[src/rtl/coin_acceptor.sv]
// coin_acceptor
// Synchronizes and debounces the optical coin-chute sensor, measures how long
// each coin blocks the beam, classifies it by width and queues accepted coins
// in a 4-deep FIFO presented over a valid/ready handshake.
//
// Optional feature macro: COIN_ACCEPTOR_REJECT_EN
//   defined   : reject_gate drives the diverter for REJECT_CYCLES per reject
//   undefined : reject counter removed, reject_gate tied 0, rejects dropped
//
// Handshake: coin_valid is high whenever the FIFO holds a coin and coin_code
// shows the head entry; the head is consumed on any clock edge where
// coin_valid and coin_ready are both high, and coin_code is held otherwise.
//
// dbg_state exposes the FSM state encoding (ARM=0, IDLE=1, MEASURE=2,
// CLASSIFY=3, JAM=4).
module coin_acceptor #(
  parameter int DEBOUNCE  = 4,
  parameter int DIME_W    = 30,
  parameter int NICKEL_W  = 40,
  parameter int QUARTER_W = 50,
  parameter int HALF_W    = 65,
  parameter int DOLLAR_W  = 80,
  parameter int TOL       = 3
`ifdef COIN_ACCEPTOR_REJECT_EN
  , parameter int REJECT_CYCLES = 20
`endif
) (
  input  logic       clk,
  input  logic       rst,
  input  logic       coin_sense,
  input  logic       accept_en,
  input  logic       coin_ready,
  output logic       coin_valid,
  output logic [2:0] coin_code,
  output logic [2:0] coin_pending,
  output logic       reject_gate,
  output logic       jam,
  output logic [2:0] dbg_state
);

  typedef enum logic [2:0] {
    ARM      = 3'd0,
    IDLE     = 3'd1,
    MEASURE  = 3'd2,
    CLASSIFY = 3'd3,
    JAM      = 3'd4
  } state_t;

  localparam logic [7:0] DB_LAST = 8'(DEBOUNCE - 1);

  state_t     state;
  logic       sync1, sync2;
  logic       filt;
  logic [7:0] db_cnt;
  logic [7:0] width;

  logic [2:0] mem [4];
  logic [1:0] wr_ptr, rd_ptr;
  logic [2:0] count;

  logic [2:0] cls_code;
  logic       pop, push, has_space, accept;

  // Width window test: |w - nom| <= TOL.
  function automatic logic in_win(input logic [7:0] w, input int nom);
    int wi;
    wi = int'({24'd0, w});
    return (wi >= nom - TOL) && (wi <= nom + TOL);
  endfunction

  // Two-flop synchronizer for the asynchronous sensor.
  always_ff @(posedge clk) begin
    if (rst) begin
      sync1 <= 1'b0;
      sync2 <= 1'b0;
    end else begin
      sync1 <= coin_sense;
      sync2 <= sync1;
    end
  end

  // Debounce: adopt the synchronized level after DEBOUNCE consecutive differing samples.
  always_ff @(posedge clk) begin
    if (rst) begin
      filt   <= 1'b1;
      db_cnt <= 8'd0;
    end else if (sync2 == filt) begin
      db_cnt <= 8'd0;
    end else if (db_cnt == DB_LAST) begin
      filt   <= sync2;
      db_cnt <= 8'd0;
    end else begin
      db_cnt <= db_cnt + 8'd1;
    end
  end

  // Classification of the measured width and the accept decision.
  always_comb begin
    cls_code = 3'd0;
    if (in_win(width, NICKEL_W))       cls_code = 3'd1;
    else if (in_win(width, DIME_W))    cls_code = 3'd2;
    else if (in_win(width, QUARTER_W)) cls_code = 3'd3;
    else if (in_win(width, HALF_W))    cls_code = 3'd4;
    else if (in_win(width, DOLLAR_W))  cls_code = 3'd5;
    pop       = coin_valid & coin_ready;
    has_space = (count != 3'd4) || pop;
    accept    = (cls_code != 3'd0) && accept_en && has_space;
    push      = (state == CLASSIFY) && accept;
  end

  // Coin FSM with width counter; width counts every MEASURE cycle including
  // the one that sees the fall, so a clean pulse measures its raw high time.
  always_ff @(posedge clk) begin
    if (rst) begin
      state <= ARM;
      width <= 8'd0;
      jam   <= 1'b0;
    end else begin
      case (state)
        ARM: begin
          if (!filt) state <= IDLE;
        end
        IDLE: begin
          if (filt) begin
            width <= 8'd0;
            state <= MEASURE;
          end
        end
        MEASURE: begin
          if (width != 8'hFF) width <= width + 8'd1;
          if (!filt) begin
            state <= CLASSIFY;
          end else if (width == 8'd254) begin
            state <= JAM;
            jam   <= 1'b1;
          end
        end
        CLASSIFY: begin
          state <= IDLE;
        end
        JAM: begin
          if (!filt) begin
            state <= IDLE;
            jam   <= 1'b0;
          end
        end
        default: begin
          state <= ARM;
          jam   <= 1'b0;
        end
      endcase
    end
  end

  // Circular 4-entry FIFO; push and pop may coincide at any occupancy.
  always_ff @(posedge clk) begin
    if (rst) begin
      wr_ptr <= 2'd0;
      rd_ptr <= 2'd0;
      count  <= 3'd0;
      for (int i = 0; i < 4; i++) mem[i] <= 3'd0;
    end else begin
      if (push) begin
        mem[wr_ptr] <= cls_code;
        wr_ptr      <= wr_ptr + 2'd1;
      end
      if (pop) rd_ptr <= rd_ptr + 2'd1;
      case ({push, pop})
        2'b10:   count <= count + 3'd1;
        2'b01:   count <= count - 3'd1;
        default: count <= count;
      endcase
    end
  end

  assign coin_valid   = (count != 3'd0);
  assign coin_code    = coin_valid ? mem[rd_ptr] : 3'd0;
  assign coin_pending = count;
  assign dbg_state    = state;

`ifdef COIN_ACCEPTOR_REJECT_EN
  logic       rej_req;
  logic [7:0] rej_cnt;

  assign rej_req = ((state == CLASSIFY) && !accept) || ((state == JAM) && !filt);

  // Reject pulse timer; a new reject reloads it.
  always_ff @(posedge clk) begin
    if (rst)                  rej_cnt <= 8'd0;
    else if (rej_req)         rej_cnt <= 8'(REJECT_CYCLES);
    else if (rej_cnt != 8'd0) rej_cnt <= rej_cnt - 8'd1;
  end

  assign reject_gate = (rej_cnt != 8'd0);
`else
  assign reject_gate = 1'b0;
`endif

endmodule

[config.mk]
export PLATFORM = sky130hd
export DESIGN_NAME = coin_acceptor
export DESIGN_NICKNAME = d
export VERILOG_FILES = /design/src/rtl/coin_acceptor.sv
export SDC_FILE = /design/constraint.sdc
export NUM_CORES = 1
export LEC_CHECK = 0
export ABC_AREA = 1
export CORE_MARGIN = 4
export CORE_UTILIZATION = 49
export DETAILED_ROUTE_END_ITERATION = 10
export GPL_TIMING_DRIVEN = 1
export PLACE_DENSITY_LB_ADDON = 0.12
export REMOVE_ABC_BUFFERS = 1
export SETUP_SLACK_MARGIN = 0.3
export SYNTH_ARGS = -nofsm -noshare
export SYNTH_HDL_FRONTEND = slang
export SYNTH_SLANG_ARGS = --single-unit
[constraint.sdc]
create_clock -name clk -period 2.55 [get_ports clk]
set_clock_uncertainty 0.05 [all_clocks]
set_input_delay 0.51 -clock clk [delete_from_list [all_inputs] [get_ports clk]]
set_output_delay 0.51 -clock clk [all_outputs]
set_load 0.03 [all_outputs]
After elaboration in Yosys (flattened, before gate mapping) --
Memory sizes are Yosys's and may differ from the RTL's. A register that Yosys moved wholly into a read port is not among the register bits. Cells that the tools add are included.
Word-level totals: register bits after elaboration 30, bits in writable memories 12, input port bits 5, output and inout bits 12, logic and storage cells 99, memories kept 1
Memory list:
- mem | words 4, width 3, rd ports 1, clocked after memory_dff 1, write ports 4, line 57 | logic [2:0] mem [4];
Operators by class: add/sub/neg operators 6, order comparisons 10, equal/unequal tests 18, muxes and demuxes 29, bitwise logic cells 3, reductions and logical operators 22
Operator list (count):
- two-way mux 3 bit | 11
- >= comparator 8 x 6 -> 1 bit, second input constant | 3
- less-or-equal comparator 8 x 6 -> 1 bit, second input constant | 3
- adder 8 x 1 -> 8 bit, second input constant | 2
- less-or-equal comparator 8 x 7 -> 1 bit, second input constant | 2
- two-way mux 8 bit | 2
- one-hot mux 8 bit (2 select lines) | 1
- != test 2 bit, second input constant | 6
- one-hot mux 3 bit (4 select lines) | 1
- two-way mux 1 bit | 9
- OR reduction 3 bit | 3
- == test 8 x 2 -> 1 bit, second input constant | 1
- == test 8 bit, second input constant | 1
- >= comparator 8 x 5 -> 1 bit, second input constant | 1
- >= comparator 8 x 7 -> 1 bit, second input constant | 1
- logical AND 1 bit | 8
- != test 8 bit, second input constant | 1
- == test 3 x 2 -> 1 bit, second input constant | 2
- two-way mux 2 bit | 3
- != test 3 bit, second input constant | 2
- one-hot mux 3 bit (2 select lines) | 1
- AND reduction 3 bit | 2
- nonzero test 3 bit | 2
- adder 2 x 1 -> 2 bit, second input constant | 2
- other kinds (16) | 18

Logic depth before layout (Yosys ltp) --
depth in word-level cells 16, mapped depth 18, mapped depth without buffers 18

Worst setup path before layout --
Ideal clock, no wire load.
path type reg-to-reg, from register width[0], to register count[2] (netlist: coin_pending[2]), setup time 0.122 ns, data arrival time 2.352 ns, data required time 2.378 ns, setup slack 0.026 ns, stages on the path, launching flop included 17, buffers on the path 0, clock period less this slack 2.524 ns, cells stage by stage dfxtp_1 -> inv_1 -> ha_1 -> o21ai_0 -> nand3_1 -> nand3_2 -> nand3b_1 -> nor2_2 -> nor2_4 -> inv_2 -> ha_1 -> inv_1 -> fa_1 -> a21oi_1 -> o21ai_0 -> o21ai_0 -> a21oi_1
Between the ends: word-level cells in the longest chain between the ends 13, elaborated cells between the ends (all ways) 28, those cells by class order compare: 10; eq/ne: 2; mux: 6; reduce/logical: 10
RTL lines:
- from (decl) | line 55 | logic [7:0] width;
- from (signal assigned) | line 130 | if (width != 8'hFF) width <= width + 8'd1;
- >= comparator 8 x 7 -> 1 bit / less-or-equal comparator 8 x 7 -> 1 bit (equally long branches) | line 68 | return (wi >= nom - TOL) && (wi <= nom + TOL);
- logical AND 1 bit | line 68
- two-way mux 3 bit | line 104 | else if (in_win(width, DOLLAR_W)) cls_code = 3'd5;
- two-way mux 3 bit | line 103 | else if (in_win(width, HALF_W)) cls_code = 3'd4;
- two-way mux 3 bit | line 102 | else if (in_win(width, QUARTER_W)) cls_code = 3'd3;
- two-way mux 3 bit | line 101 | else if (in_win(width, DIME_W)) cls_code = 3'd2;
- two-way mux 3 bit (*) | line 100 | if (in_win(width, NICKEL_W)) cls_code = 3'd1;
- nonzero test 3 bit (*) | line 107 | accept = (cls_code != 3'd0) && accept_en && has_space;
- logical AND 1 bit (*) (2 in a row) | line 107
- logical AND 1 bit (*) | line 108 | push = (state == CLASSIFY) && accept;
- == test 2 x 1 -> 1 bit / == test 2 bit (equally long branches) | line 168 | case ({push, pop})
- one-hot mux 3 bit (2 select lines) / nonzero test 2 bit (equally long branches)
- to (signal assigned) | line 169 | 2'b10: count <= count + 3'd1;
- to (signal assigned) | line 170 | 2'b01: count <= count - 3'd1;
- to (signal assigned) | line 171 | default: count <= count;
- to (decl) | line 59 | logic [2:0] count;
Every way passes the cells marked *; elsewhere a longest branch is shown, timed or not. A chain may end at the register's enable or synchronous reset.

Worst setup path in the final report --
Ends and elaborated chain as after synthesis.

==> flow_summary_export.csv <==
group,metric,value,unit
timing,hold_viol_final,0,
global_routing,grt_pass1_wl,8.71,mm
timing,period_share,93.3,%
hold_path,whs_path_depth,2,
layout,area_delta_synth_final,27.2,%
power_and_ir_drop,power_frac_comb,30.2,%
logic_synthesis,synth_edf_count,12,
clocking,clk_path_buf_depth,2,
clocking,cts_tree,"done",
global_routing,grt_pass1_vias,1981,
logic_synthesis,synth_warnings,0,
logic_synthesis,yosys_most_used_dff,"dfxtp_1",
logic_synthesis,synthCells,309,
setup_path,timing.rr.start,"width[0]$_SDFFE_PP0P_",
hold_path,hp-start,"sync1$_SDFF_PP0_",
floorplan,start_util,51.5,%
clocking,clkTransAtPathRegs,0.08,ns
power_and_ir_drop,power.leakage,1.14,nW
setup_path,cp_max_fo,5,
setup_path,reg2reg_to,"coin_pending[2]$_SDFFE_PP0P_",
power_and_ir_drop,p_int,1.29,mW
clocking,htreeDepth,2,
floorplan,fp.dieW,76.3,um
power_and_ir_drop,p_switching,632,uW
logic_synthesis,yosysTopAreaCellShare,28.0,%
setup_path,ff2ff_path_depth,16,
timing,setup_tns,0,ns
logic_synthesis,yosysTopAreaCell,"dfxtp_1",
layout,nets,359,
timing,drv_slew,0,
setup_path,required,2.70,ns
timing,setup_violations,0,
logic_synthesis,synth.avg_cell_area,7.40,sq um
global_routing,track_usage,18.6,%
setup_path,critPathCaptureType,"register",
power_and_ir_drop,cellPowerDensity,660,nW/um^2
drt,post_drt_wl_per_cell,13.0,um
clocking,numCtsBuffers,5,
outcome,status,"finished clean",
drt,drc,0,
layout,layout-drive-gt1-share,23.0,%
logic_synthesis,synth_area,2290,sq um
drt,ant_nets,0,
logic_synthesis,synth_seq_cells,44,
power_and_ir_drop,power,1.92,mW
floorplan,die_h,76.3,um
layout,layout_common_cells,"46 x nand2_1, 42 x nor2_1, 35 x inv_1",
drt,routed.top_layer,"met4",
drt,vias_per_cell,5.37,
placed_design,dpl.hpwl,3.63,mm
clocking,cts_root_buffer,"clkbuf_8",
hold_path,hold_class,"register to register",
floorplan,fp.dieArea,5820,sq um
clocking,clock_sinks,44,
placed_design,gp_congestion,0.950,
timing,period_needed,2.38,ns
power_and_ir_drop,vdd_ir_drop_max,0.472,mV
power_and_ir_drop,seqPwrFrac,42.0,%
timing,fmax,420,MHz
logic_synthesis,yosys-top-cells-area,"dfxtp_1 28%, edfxtp_1 16%, nand2_1 8.0%",
drt,vias,2149,
logic_synthesis,ys_seq_area_share,43.8,%
floorplan,core,4440,sq um
power_and_ir_drop,p_clk_share,27.7,%
logic_synthesis,synthArstFlopShare,0,%
layout,final_common_cell,"nand2_1",
power_and_ir_drop,swShare,32.9,%
setup_path,reg2reg_slack,0.17,ns
floorplan,core.rowCount,24,
global_routing,antenna_found_initial,0,
job,cap_violations,0,
drt,routed_wl,5.21,mm
drt,wl_met1,2.20,mm
placed_design,port-buffer-count,15,
drt,met3_length,223,um
clocking,worstSkewPairLatency,0.30,ns
setup_path,start_kind,"register",
timing,rsz0062_at_grt,"true",
layout,num_antenna_cells,0,
floorplan,num_io_pins,17,
layout,n_fill_cell,367,
drt,first_iter_violations,175,
hold_path,whs_endpoint,"sync2$_SDFF_PP0_",
global_routing,grt.overflow.total,0,
drt,dr_wl_met2,2.66,mm
logic_synthesis,synth_cell_type_count,39,
drt,dr.pass1.iters,5,
global_routing,grt_max_degree,15,
setup_path,path_class,"register to register",
setup_path,arrival,2.53,ns
## cells by family after synthesis
family                   after synthesis  synth area share, %
AND/OR/NAND/NOR                      152                 30.2
buffers and inverters                 49                 8.26
adder cells (fa/ha/maj)                7                 4.16
other                                  1                0.164
flip-flops                            44                 43.8
AO/OA/AOI/OAI                         56                 13.5
## power by group through the flow
stage | registers, mW | clock network (mW) | logic [mW]
detailed placement | 0.813 | 0 | 0.429
floorplan | 0.840 | 0 | 0.262
global placement | 0.809 | 0 | 0.429
CTS | 0.808 | 0.543 | 0.537
global route | 0.813 | 0.586 | 0.637
finish | 0.807 | 0.533 | 0.580
## synth_stat cells (2+ instances only)
cell type	number
a21oi_1	21
dfxtp_1	32
edfxtp_1	12
ha_1	6
inv_1	42
inv_2	3
nand2_1	49
nand2_2	4
nand3_1	24
nand3b_1	2
nor2_1	45
nor2_2	2
nor3_1	15
o21ai_0	23
o21ai_1	3
o21bai_1	2
or2_2	2
## registers in the layout, indices dropped and copies added, names as in the netlist, named ones only
register and flops:
coin_pending 3, sync1 1, mem 12, dbg_state 3
width 8, db_cnt 8, sync2 1, wr_ptr 2
filt 1, jam 1, rd_ptr 2
## critical path: stages, from the launching register on
cell and delay, ns:
dfxtp_2 0.34, buf_6 0.13, ha_4 0.18, nor2_4 0.08
o21bai_1 0.09, nand3_1 0.10, nand3b_1 0.14, nor2_4 0.15
nor2_4 0.04, inv_2 0.07, ha_4 0.13, inv_4 0.03
fa_2 0.35, a21oi_2 0.15, o21ai_2 0.07, o21ai_1 0.12
a21oi_1 0.05
## area by class of cell
cell class / count / area [sq um] / area share [%]
flip-flops and latches: 44 / 1020 / 34.9
clock buffers: 5 / 68.8 / 2.36
multi-input cells: 216 / 1240 / 42.6
repair buffers: 34 / 298 / 10.2
well taps: 52 / 65.1 / 2.24
clock inverters: 3 / 41.3 / 1.42
inverters: 46 / 183 / 6.28
## per-stage QoR
stage	hold WS, ns	area [sq um]	util (%)	setup slack (ns)	instances
2_1_floorplan	0.338	2270	-	0.0261	306
3_3_place_gp	0.340	2550	57.5	0.0490	382
3_5_place_dp	0.362	2550	57.5	-0.0343	382
4_1_cts	0.373	2840	63.9	0.189	397
5_1_grt	0.369	2910	65.5	0.00335	400
6_report	0.362	2910	65.5	0.172	400
## per-layer routing
metal / GRT usage [%] / up-vias
li1: - / 1092
met1: 21.3 / 986
met2: 32.3 / 57
met3: 5.32 / 14
met4: 7.97 / 0
met5: 0 / -
## how the worst max path moves through the flow
| stage | slack [ns] | endpoint | from | cells after the start |
|---|---|---|---|---|
| finish | 0.17 | coin_pending[2]$_SDFFE_PP0P_ | width[0]$_SDFFE_PP0P_ | 16 |
| CTS | 0.19 | coin_pending[2]$_SDFFE_PP0P_ | width[1]$_SDFFE_PP0P_ | 17 |
| global placement | 0.05 | coin_pending[2]$_SDFFE_PP0P_ | coin_ready | 13 |
| global route | 0.003 | coin_pending[2]$_SDFFE_PP0P_ | width[0]$_SDFFE_PP0P_ | 16 |
| floorplan | 0.03 | coin_pending[2]$_SDFFE_PP0P_ | width[0]$_SDFFE_PP0P_ | 16 |
| detailed placement | -0.03 | coin_pending[2]$_SDFFE_PP0P_ | width[0]$_SDFFE_PP0P_ | 16 |
## what timing repair did
action	CTS	global route
gates cloned	0	0
resized for setup	44	16
buffers inserted	7	3
pin swaps	11	15
hold buffers	0	0
endpoints found under the hold margin	0	0
setup endpoints to repair	5	6
No activity file was read; power rests on OpenSTA's default activity.
